--- src/rtl/tmds_encoder_multi.sv ---
// Multi-lane TMDS encoder: 8b/10b video, control, TERC4 and guard-band symbols,
// two registered stages in the pix_clk domain with per-lane running disparity.
module tmds_encoder_multi #(
   parameter int NUM_CH       = 3,
   parameter bit ENABLE_TERC4 = 1'b1
) (
   input  logic                  pix_clk,
   input  logic                  rst_n,
   input  logic                  ce,
   input  logic [1:0]            mode,
   input  logic [8*NUM_CH-1:0]   d,
   input  logic [2*NUM_CH-1:0]   c,
   input  logic [4*NUM_CH-1:0]   terc,
   output logic [10*NUM_CH-1:0]  tmds,
   output logic [6*NUM_CH-1:0]   dbg_cnt
);

   typedef enum logic [1:0] {
      MODE_VIDEO = 2'd0,
      MODE_CTRL  = 2'd1,
      MODE_TERC4 = 2'd2,
      MODE_GUARD = 2'd3
   } mode_e;

   localparam logic [9:0] CTRL_00 = 10'b1101010100;

   function automatic logic [3:0] popcount8(input logic [7:0] v);
      logic [3:0] n;
      n = '0;
      for (int i = 0; i < 8; i++) n = n + 4'(v[i]);
      return n;
   endfunction

   // Transition-minimising stage: XNOR chain for ones-heavy bytes, XOR otherwise.
   function automatic logic [8:0] encode_qm(input logic [7:0] v);
      logic [3:0] n1;
      logic       use_xnor;
      logic [8:0] q;
      n1       = popcount8(v);
      use_xnor = (n1 > 4'd4) || ((n1 == 4'd4) && !v[0]);
      q[0]     = v[0];
      for (int i = 1; i < 8; i++)
         q[i] = use_xnor ? ~(q[i-1] ^ v[i]) : (q[i-1] ^ v[i]);
      q[8] = ~use_xnor;
      return q;
   endfunction

   function automatic logic [9:0] ctrl_code(input logic [1:0] cc);
      logic [9:0] s;
      case (cc)
         2'b00:   s = 10'b1101010100;
         2'b01:   s = 10'b0010101011;
         2'b10:   s = 10'b0101010100;
         default: s = 10'b1010101011;
      endcase
      return s;
   endfunction

   function automatic logic [9:0] terc4_code(input logic [3:0] n);
      logic [9:0] s;
      case (n)
         4'h0:    s = 10'b1010011100;
         4'h1:    s = 10'b1001100011;
         4'h2:    s = 10'b1011100100;
         4'h3:    s = 10'b1011100010;
         4'h4:    s = 10'b0101110001;
         4'h5:    s = 10'b0100011110;
         4'h6:    s = 10'b0110001110;
         4'h7:    s = 10'b0100111100;
         4'h8:    s = 10'b1011001100;
         4'h9:    s = 10'b0100111001;
         4'hA:    s = 10'b0110011100;
         4'hB:    s = 10'b1011000110;
         4'hC:    s = 10'b1010001110;
         4'hD:    s = 10'b1001110001;
         4'hE:    s = 10'b0101100011;
         default: s = 10'b1011000011;
      endcase
      return s;
   endfunction

   // Green lane carries the complementary guard pattern.
   function automatic logic [9:0] guard_code(input int lane);
      return (lane == 1) ? 10'b0100110011 : 10'b1011001100;
   endfunction

   // ------------------------------------------------------------------
   // Stage 1: q_m per lane plus delayed side-band
   // ------------------------------------------------------------------
   mode_e                mode_eff;
   logic [9*NUM_CH-1:0]  qm_d;
   logic [9*NUM_CH-1:0]  s1_qm;
   mode_e                s1_mode;
   logic [2*NUM_CH-1:0]  s1_c;
   logic [4*NUM_CH-1:0]  s1_terc;

   // Without TERC4 support, island and guard periods fall back to control coding.
   always_comb begin
      mode_eff = mode_e'(mode);
      if (!ENABLE_TERC4 && mode[1]) mode_eff = MODE_CTRL;
   end

   for (genvar k = 0; k < NUM_CH; k++) begin : g_qm
      assign qm_d[9*k +: 9] = encode_qm(d[8*k +: 8]);
   end

   // NOTE: pipeline registers are reset explicitly so the first symbols after
   // reset release are defined control codes rather than stale data.
   always_ff @(posedge pix_clk or negedge rst_n) begin
      if (!rst_n) begin
         s1_qm   <= '0;
         s1_mode <= MODE_CTRL;
         s1_c    <= '0;
         s1_terc <= '0;
      end else if (ce) begin
         // NOTE: non-blocking assignments so every register samples pre-edge values.
         s1_qm   <= qm_d;
         s1_mode <= mode_eff;
         s1_c    <= c;
         s1_terc <= terc;
      end
   end

   // ------------------------------------------------------------------
   // Stage 2: DC balancing / symbol selection per lane
   // ------------------------------------------------------------------
   for (genvar k = 0; k < NUM_CH; k++) begin : g_lane
      logic [8:0]        qm;
      logic [3:0]        n1;
      logic signed [5:0] bal;
      logic signed [5:0] cnt_q;
      logic signed [5:0] cnt_d;
      logic [9:0]        sym_q;
      logic [9:0]        sym_d;

      always_comb begin
         qm  = s1_qm[9*k +: 9];
         n1  = popcount8(qm[7:0]);
         // bal = N1 - N0 = 2*N1 - 8
         bal = $signed({1'b0, n1, 1'b0}) - 6'sd8;
         // NOTE: defaults first so every path assigns sym_d/cnt_d (no latch).
         sym_d = CTRL_00;
         cnt_d = 6'sd0;
         case (s1_mode)
            MODE_VIDEO: begin
               if ((cnt_q == 6'sd0) || (bal == 6'sd0)) begin
                  sym_d = {~qm[8], qm[8], qm[8] ? qm[7:0] : ~qm[7:0]};
                  cnt_d = qm[8] ? (cnt_q + bal) : (cnt_q - bal);
               end else if (((cnt_q > 6'sd0) && (bal > 6'sd0)) ||
                            ((cnt_q < 6'sd0) && (bal < 6'sd0))) begin
                  sym_d = {1'b1, qm[8], ~qm[7:0]};
                  cnt_d = cnt_q + (qm[8] ? 6'sd2 : 6'sd0) - bal;
               end else begin
                  sym_d = {1'b0, qm[8], qm[7:0]};
                  cnt_d = cnt_q - (qm[8] ? 6'sd0 : 6'sd2) + bal;
               end
            end
            MODE_CTRL:  sym_d = ctrl_code(s1_c[2*k +: 2]);
            MODE_TERC4: sym_d = terc4_code(s1_terc[4*k +: 4]);
            default:    sym_d = guard_code(k);
         endcase
      end

      always_ff @(posedge pix_clk or negedge rst_n) begin
         if (!rst_n) begin
            sym_q <= CTRL_00;
            cnt_q <= 6'sd0;
         end else if (ce) begin
            sym_q <= sym_d;
            cnt_q <= cnt_d;
         end
      end

      assign tmds[10*k +: 10]  = sym_q;
      assign dbg_cnt[6*k +: 6] = cnt_q;
   end

endmodule

--- config.mk ---
export PLATFORM = sky130hd
export DESIGN_NAME = tmds_encoder_multi
export DESIGN_NICKNAME = d
export VERILOG_FILES = /design/src/rtl/tmds_encoder_multi.sv
export SDC_FILE = /design/constraint.sdc
export NUM_CORES = 1
export LEC_CHECK = 0
export ABC_AREA = 1
export CAP_MARGIN = 30
export CORE_MARGIN = 2
export CORE_UTILIZATION = 40
export CTS_CLUSTER_DIAMETER = 150
export DETAILED_ROUTE_END_ITERATION = 7
export PLACE_DENSITY = 0.62
export RECOVER_POWER = 25
export SLEW_MARGIN = 20
export SYNTH_ARGS = -nofsm -noshare
export SYNTH_HDL_FRONTEND = slang
export SYNTH_SLANG_ARGS = --single-unit
--- constraint.sdc ---
create_clock -name pix_clk -period 13.19 [get_ports pix_clk]
set_input_delay 1.9785 -clock pix_clk [delete_from_list [all_inputs] [get_ports pix_clk]]
set_output_delay 1.9785 -clock pix_clk [all_outputs]
set_load 0.1 [all_outputs]
Word-level counts from Yosys, hierarchy flattened:

Memories as Yosys holds them, arrays and structs flattened.
Cells that the tools add are included.

* input port bits: 47
* register bits after elaboration: 95
* bits in latches: 0
* memory bits (writable): 0
* output and inout port bits: 48
* memories: 3
* memory bits (read-only): 480

* reductions and logical operators: 31
* multipliers: 0
* add/subtract/negate cells: 63
* div/mod/pow operators: 0
* bitwise logic cells: 51
* shifts and indexed selects: 0
* equal/unequal tests: 11
* magnitude comparators: 15
* muxes and demuxes: 54

Memories
* (name not given): depth 16, bits a word 10, rd ports 1, clocked after memory_dff 0, write ports 0, line 61 `case (n)`
* (name not given): depth 16, bits a word 10, rd ports 1, clocked after memory_dff 0, write ports 0, line 61
* (name not given): depth 16, bits a word 10, rd ports 1, clocked after memory_dff 0, write ports 0, line 61

Operators by type and width (count)
* 10-bit case mux with 3 select lines: 6
* 4-bit by 1-bit adder with 4-bit output: 24
* 6-bit two-way mux: 12
* 10-bit two-way mux: 6
* 6-bit adder: 6
* 6-bit by 1-bit > comparator with 1-bit output, second input constant: 6
* 6-bit logical NOT: 6
* 6-bit by 1-bit less-than comparator with 1-bit output, second input constant: 6
* 6-bit subtractor: 6
* 1-bit inverter: 27
* 3-bit by 1-bit adder with 4-bit output: 6
* 8-bit two-way mux: 3
* 8-bit inverter: 3
* 1-bit two-way mux: 21
* 1-bit XOR: 21
* 2-bit by 1-bit adder with 3-bit output: 6
* 6-bit by 3-bit adder with 6-bit output: 3
* 5-bit by 4-bit subtractor with 6-bit output, second input constant: 3
* 6-bit by 3-bit subtractor with 6-bit output: 3
* 1-bit by 1-bit adder with 2-bit output: 6
* 4-bit by 3-bit == test with 1-bit output, second input constant: 3
* 4-bit by 3-bit > comparator with 1-bit output, second input constant: 3
* 2-bit two-way mux: 6
* 1-bit logical AND: 9
* 5 further kinds: 24

Logic depth before layout (Yosys ltp):

Gate-level depths: netlist of the first run.

* depth after elaboration: 29
* gate-level depth with buffers: 24
* mapped depth without buffers: 24

Worst setup path before layout of the first run:

OpenSTA, ideal clock, no wires.

* kind: in2reg
* from: input d[8]
* to: register s1_qm[15]
* arrival time: 4.973 ns
* stages on the path: 17
* setup slack: 8.097 ns
* buffers on the path: 0
* library setup time: 0.120 ns
* cell sequence: inv_1 fa_1 fa_1 fa_1 inv_1 ha_1 fa_1 nor2_1 nand2_1 a21oi_2 nand2_1 nand3b_2 nand3_1 nand2_2 nand2_1 o21ai_1 nand2_1

* longest elaborated chain between the ends: 26
* elaborated cells on any way between the ends: 30

Ends and longest elaborated chain
* from (decl): line 11 `input logic [8*NUM_CH-1:0] d,`
* branches (longest 25 deep; another with 3-bit by 1-bit adder with 4-bit output)
* 1-bit two-way mux (*): line 43 `q[i] = use_xnor ? ~(q[i-1] ^ v[i]) : (q[i-1] ^ v[i]);`
* to (signal assigned): line 117 `s1_qm <= qm_d;`
* to (decl): line 92 `logic [9*NUM_CH-1:0] s1_qm;`

Mark *: on every way between the ends.
A chain may end at the register's enable or synchronous reset.

==> results.cfg, run 1 <==
[floorplanning]
die_w_um = 157.8
die_area_um2 = 24890
die_y_um = 157.8
initial_utilization_pct = 40.53
ios = 95
std_cell_rows = 56
core_area_um2 = 23330

[layout]
drive_gt1_share_pct = 8.935
fillers = 2355
final_cells = 1662
syn_to_final_growth_pct = 15.59
fin_nets = 1545
insertedDiodeCount = 0
utilization_pct = 46.85

[setup_path]
crit_buf_inv = 3
timing.rr.end = g_lane[1].cnt_q[5]
crit_fanout = 56
critPathMaxStageDelay_ns = 2.28
path_common_cell = clkbuf_1
crit_chain = clkbuf_1 > clkbuf_1 > clkbuf_1
path_delay_family = buffers and inverters
r2r_slack_ns = 8.13
worst_setup_path_end_kind = asynchronous set/reset pin
critPathLaunchType = primary input
arrival_ns = 5.95
cp_data_required_time_ns = 12.95
cpMaxStageDelayCell = clkbuf_1
path_class = primary input to asynchronous set/reset pin
r2r-start = s1_qm[10]
worstRegToRegCells = 22

[logic_synthesis]
synth_edf_count = 0
async_reset_ff_share_pct = 100.0
synth-seq-cells = 92
netlist_top_cells_count = nand2_1 (279), inv_1 (196), ha_1 (120), nand3_1 (108), o21ai_0 (99)
netlist_area_um2 = 9457
synth_top_area_share_pct = 20.11
yosys.area.top_type = dfrtp_1
synth_area_leaders = dfrtp_1 (20%), ha_1 (16%), nand2_1 (11%), fa_1 (8.3%), inv_1 (7.8%)
ys_warn_count = 0
synth_ff_type = dfrtp_1
post-synth-top-count-cell = nand2_1
synth_area_per_cell_um2 = 7.493
yosysSeqAreaShare_pct = 24.56
syn_inst = 1262
ys_types = 48

[global_route]
grt_pass1_vias = 7820
track_usage_pct = 19.24
overflow = 0
grt_pass1_wl_um = 38140
grt_antenna_before_repair = 0
grt_max_degree = 98

[timing]
final-setup-viol-count = 0
finalHoldViolCount = 0
tns_ns = 0
rsz0062_at_grt = false
fmax_mhz = 161.6
skew_ns = 0.01110
worst_slew_pin_slew_ns = 3.151
slew_headroom_pct = -110.1
finalCritPeriodShare_pct = 46.91
period_minus_slack_ns = 6.188
drv_slew = 57

[clock_network]
clk_pin_slew_ns = 0.07
clock-root-buffer = clkbuf_16
ctsHoldBuffers = 0
h-tree-depth = 3
insertion_delay_ns = 0.36
cts_tree = built
cts_buffers = 9
cts_buffer_depth = 2
cts.sinks = 92
cts_setup_buffers = 0
ctsResizeCount = 0

[placed_design]
place_inst = 1646
hpwl_um = 18340
gp_congestion = 0.8688
port-buffer-count = 91

[detailed_routing]
drtIter0Drc = 501
routed-via-count = 8250
via_per_inst = 4.964
routedWlPerCell_um = 14.04
ant_nets = 0
route.detailed.drc = 0
wirelength_um = 23330
dr.pass1.iters = 4

[flow_run]
cap_violations = 1

[worst_hold_path]
worstHoldPathType = register to register
worstHoldStart = g_lane[1].sym_q[2]
whs_path_depth = 2
hold_path_end = g_lane[1].sym_q[2]

[run_status]
violations = capacitance limit, slew limit
status = finished with violations
cells by family (layout without fill, tap and decap cells):
kind of cell | Yosys count | count (layout) | share of synthesized area (%)
buffers and inverters | 249 | 328 | 10.60
xor gates and xnor gates | 39 | 39 | 3.612
AOI/OAI and AO/OA | 211 | 211 | 12.44
adders and majority gates | 159 | 159 | 24.13
and+or+nand+nor | 511 | 511 | 24.62
DFF | 92 | 92 | 24.56
other | 1 | 3 | 0.03965
tightest hold or removal path, stage by stage, from the launching register on:
cell	delay, ns
dfstp_2	0.37
nand2_1	0.05
nand2_1	0.05
worst max-delay path by stage:
stage	from	to	slack [ns]	cells after the start
detailed placement	d[8]	s1_qm[15]	7.28	18
finish	rst_n	s1_qm[25]	7.00	3
global placement	d[8]	s1_qm[15]	7.36	18
floorplan	d[8]	s1_qm[15]	8.10	17
global route	rst_n	s1_qm[25]	6.01	3
CTS	d[8]	s1_qm[15]	7.65	18
routing by layer:
metal | part of all wire, % | GRT usage (%) | up-vias | wire, µm
met4 | 2.0 | 5.671 | 0 | 468
met3 | 4.0 | 2.135 | 29 | 926
met5 | 0 | 0 | - | 0
met1 | 46 | 25.30 | 3871 | 10630
li1 | - | - | 4184 | -
met2 | 48 | 33.29 | 166 | 11310
registers in the layout, indices dropped and copies added (netlist names):
name	count
g_lane.cnt_q	15
g_lane.sym_q	30
s1_c	6
s1_mode	2
s1_qm	27
s1_terc	12
layout by cell type (no fill, tap or decap), drive strengths merged, types with 2 or more instances in the layout:
| master | count |
|---|---|
| o21a | 2 |
| dfstp | 16 |
| or2 | 9 |
| a31oi | 7 |
| o21ba | 3 |
| ha | 120 |
| xnor2 | 19 |
| fa | 39 |
| xor2 | 20 |
| clkdlybuf4s50 | 88 |
| o21ai | 117 |
| o22ai | 13 |
| clkinv | 4 |
| o31ai | 3 |
| nand2 | 317 |
| conb | 3 |
| buf | 4 |
| nor2 | 67 |
| nand3 | 113 |
| clkbuf | 12 |
| inv | 217 |
| a21oi | 45 |
| o211ai | 13 |
| nand3b | 2 |
| nand4 | 3 |
| dfrtp | 76 |
| o21bai | 2 |
through the flow:
stage	area (µm²)	hold slack, ns	setup WS (ns)
6_report	10930	0.4667	7.002
5_1_grt	10930	0.4923	6.006
4_1_cts	10930	0.4698	7.648
3_5_place_dp	10640	0.4572	7.280
3_3_place_gp	10610	0.4568	7.364
2_1_floorplan	9464	0.4491	8.097
area by class of cell:
type	instances	area [µm²]	area share, %
Multi-Input combinational cell	923	6140	56.17
Sequential cell	92	2322	21.25
Timing Repair Buffer	96	952.2	8.711
Inverter	217	819.5	7.498
Tap cell	319	399.1	3.652
Clock buffer	9	225.2	2.060
Clock inverter	6	72.57	0.6639
Power of run 1 is left out: the tool's default activity adds up to more than one toggle a clock period on the data nets, which glitch-free logic cannot reach.
==> run 2, diff against run 1 <==
- clock period: 13.19 -> 6.3 ns (I/O delays scaled with it)
==> results.cfg, run 2 (synthesis results as in run 1) <==
[clock_network]
cts_buffers = 9
cts_tree = built
cts_buffer_depth = 2
cts.sinks = 92
clk_pin_slew_ns = 0.07
insertion_delay_ns = 0.36
ctsHoldBuffers = 0
cts_setup_buffers = 0
clock-root-buffer = clkbuf_16
h-tree-depth = 3
ctsResizeCount = 0

[flow_run]
cap_violations = 1

[worst_hold_path]
whs_path_depth = 2
worstHoldPathType = register to register

[layout]
utilization_pct = 46.93
top_regs = g_lane.sym_q x30, s1_qm x27, g_lane.cnt_q x15
syn_to_final_growth_pct = 15.79
final_common_cell = nand2_1
fin_nets = 1544
largest_reg_flops = 30
fillers = 2335
insertedDiodeCount = 0
drive_gt1_share_pct = 8.861
layout_common_cells = nand2_1 (279), inv_1 (196), ha_1 (120), nand3_1 (108), o21ai_0 (99)
regMostFlops = g_lane.sym_q

[timing]
fmax_mhz = 202.9
final-setup-viol-count = 0
worst_slew_pin_slew_ns = 1.977
drv_slew = 33
finalHoldViolCount = 0
tns_ns = 0
finalCritPeriodShare_pct = 78.24
period_minus_slack_ns = 4.929
skew_ns = 0.007064
rsz0062_at_grt = false
slew_headroom_pct = -31.81

[floorplanning]
die_y_um = 157.8
die_area_um2 = 24890
initial_utilization_pct = 40.53
std_cell_rows = 56
die_w_um = 157.8
core_area_um2 = 23330
ios = 95

[setup_path]
arrival_ns = 5.16
path_class = register to register
worst_setup_path_end_kind = register
cp_data_required_time_ns = 6.53
crit_chain = fa_1 > inv_1 > fa_1 > fa_1 > inv_1 > ha_1 > fa_1 > or2_2 > nand2_1 > inv_1 > ha_1 > inv_1 > ha_1 > inv_1 > ha_1 > a21oi_1 > nand2_1 > xnor2_1 > a21oi_1 > o21ai_0 > nand3_1 > o21ai_1
crit_fanout = 4
cpMaxStageDelayCell = fa_1
critPathMaxStageDelay_ns = 0.55
worstRegToRegCells = 22
path_common_cell = inv_1
critPathLaunchType = register

[placed_design]
gp_congestion = 0.8801
port-buffer-count = 91
hpwl_um = 18570

[detailed_routing]
wirelength_um = 23440
dr.pass1.iters = 4
drtIter0Drc = 400
route.detailed.drc = 0
via_per_inst = 4.930
routed-via-count = 8194
ant_nets = 0
routedWlPerCell_um = 14.11

[global_route]
grt_max_degree = 82
grt_pass1_vias = 7943
grt_pass1_wl_um = 39220
overflow = 0
grt_antenna_before_repair = 0
track_usage_pct = 19.76

[run_status]
status = finished with violations
violations = capacitance limit, slew limit
[run 2: final timing paths]
check                                   startpoint                 end  slack, ns
worst min-delay path            g_lane[1].sym_q[2]  g_lane[1].sym_q[2]       0.47
worst min register to register  g_lane[1].sym_q[2]  g_lane[1].sym_q[2]       0.47
min in group asynchronous                    rst_n  g_lane[1].sym_q[0]       0.71
max in group asynchronous                    rst_n           s1_qm[20]       3.23
worst max-delay path                      s1_qm[9]  g_lane[1].cnt_q[5]       1.37
worst max register to register            s1_qm[9]  g_lane[1].cnt_q[5]       1.37
[run 2: area by class of cell]
class | count | area [µm²] | area share (%)
Clock buffer | 12 | 246.5 | 2.251
Clock inverter | 4 | 73.82 | 0.6742
Inverter | 217 | 819.5 | 7.485
Multi-Input combinational cell | 923 | 6140 | 56.07
Sequential cell | 92 | 2322 | 21.21
Tap cell | 319 | 399.1 | 3.645
Timing Repair Buffer | 95 | 948.4 | 8.662
[run 2: worst max-delay path, delay by kind of cell, from the launching register on]
kind	cells	cell delay (ns)
buffers and inverters	5	0.31
adders and majority gates	8	2.96
xor gates and xnor gates	1	0.12
AOI/OAI and AO/OA	4	0.42
and+or+nand+nor	4	0.60
DFF	1	0.42
[run 2: metal layers]
layer,up-vias,routed length [µm],GRT usage [%]
li1,4184,-,-
met1,3815,10670,26.16
met2,167,11490,33.93
met3,28,836,2.601
met4,0,456,5.238
met5,-,0,0
[run 2: stage by stage]
| stage | setup slack, ns | area, µm² | std cells | hold slack (ns) |
|---|---|---|---|---|
| 4_1_cts | 1.355 | 10960 | 1662 | 0.4515 |
| 3_5_place_dp | 1.361 | 10640 | 1646 | 0.4572 |
| 2_1_floorplan | 1.626 | 9464 | 1264 | 0.4491 |
| 6_report | 1.371 | 10950 | 1662 | 0.4681 |
| 5_1_grt | 1.086 | 10950 | 1662 | 0.4819 |
| 3_3_place_gp | 1.480 | 10610 | 1645 | 0.4578 |
Power of run 2 is left out for the same reason.
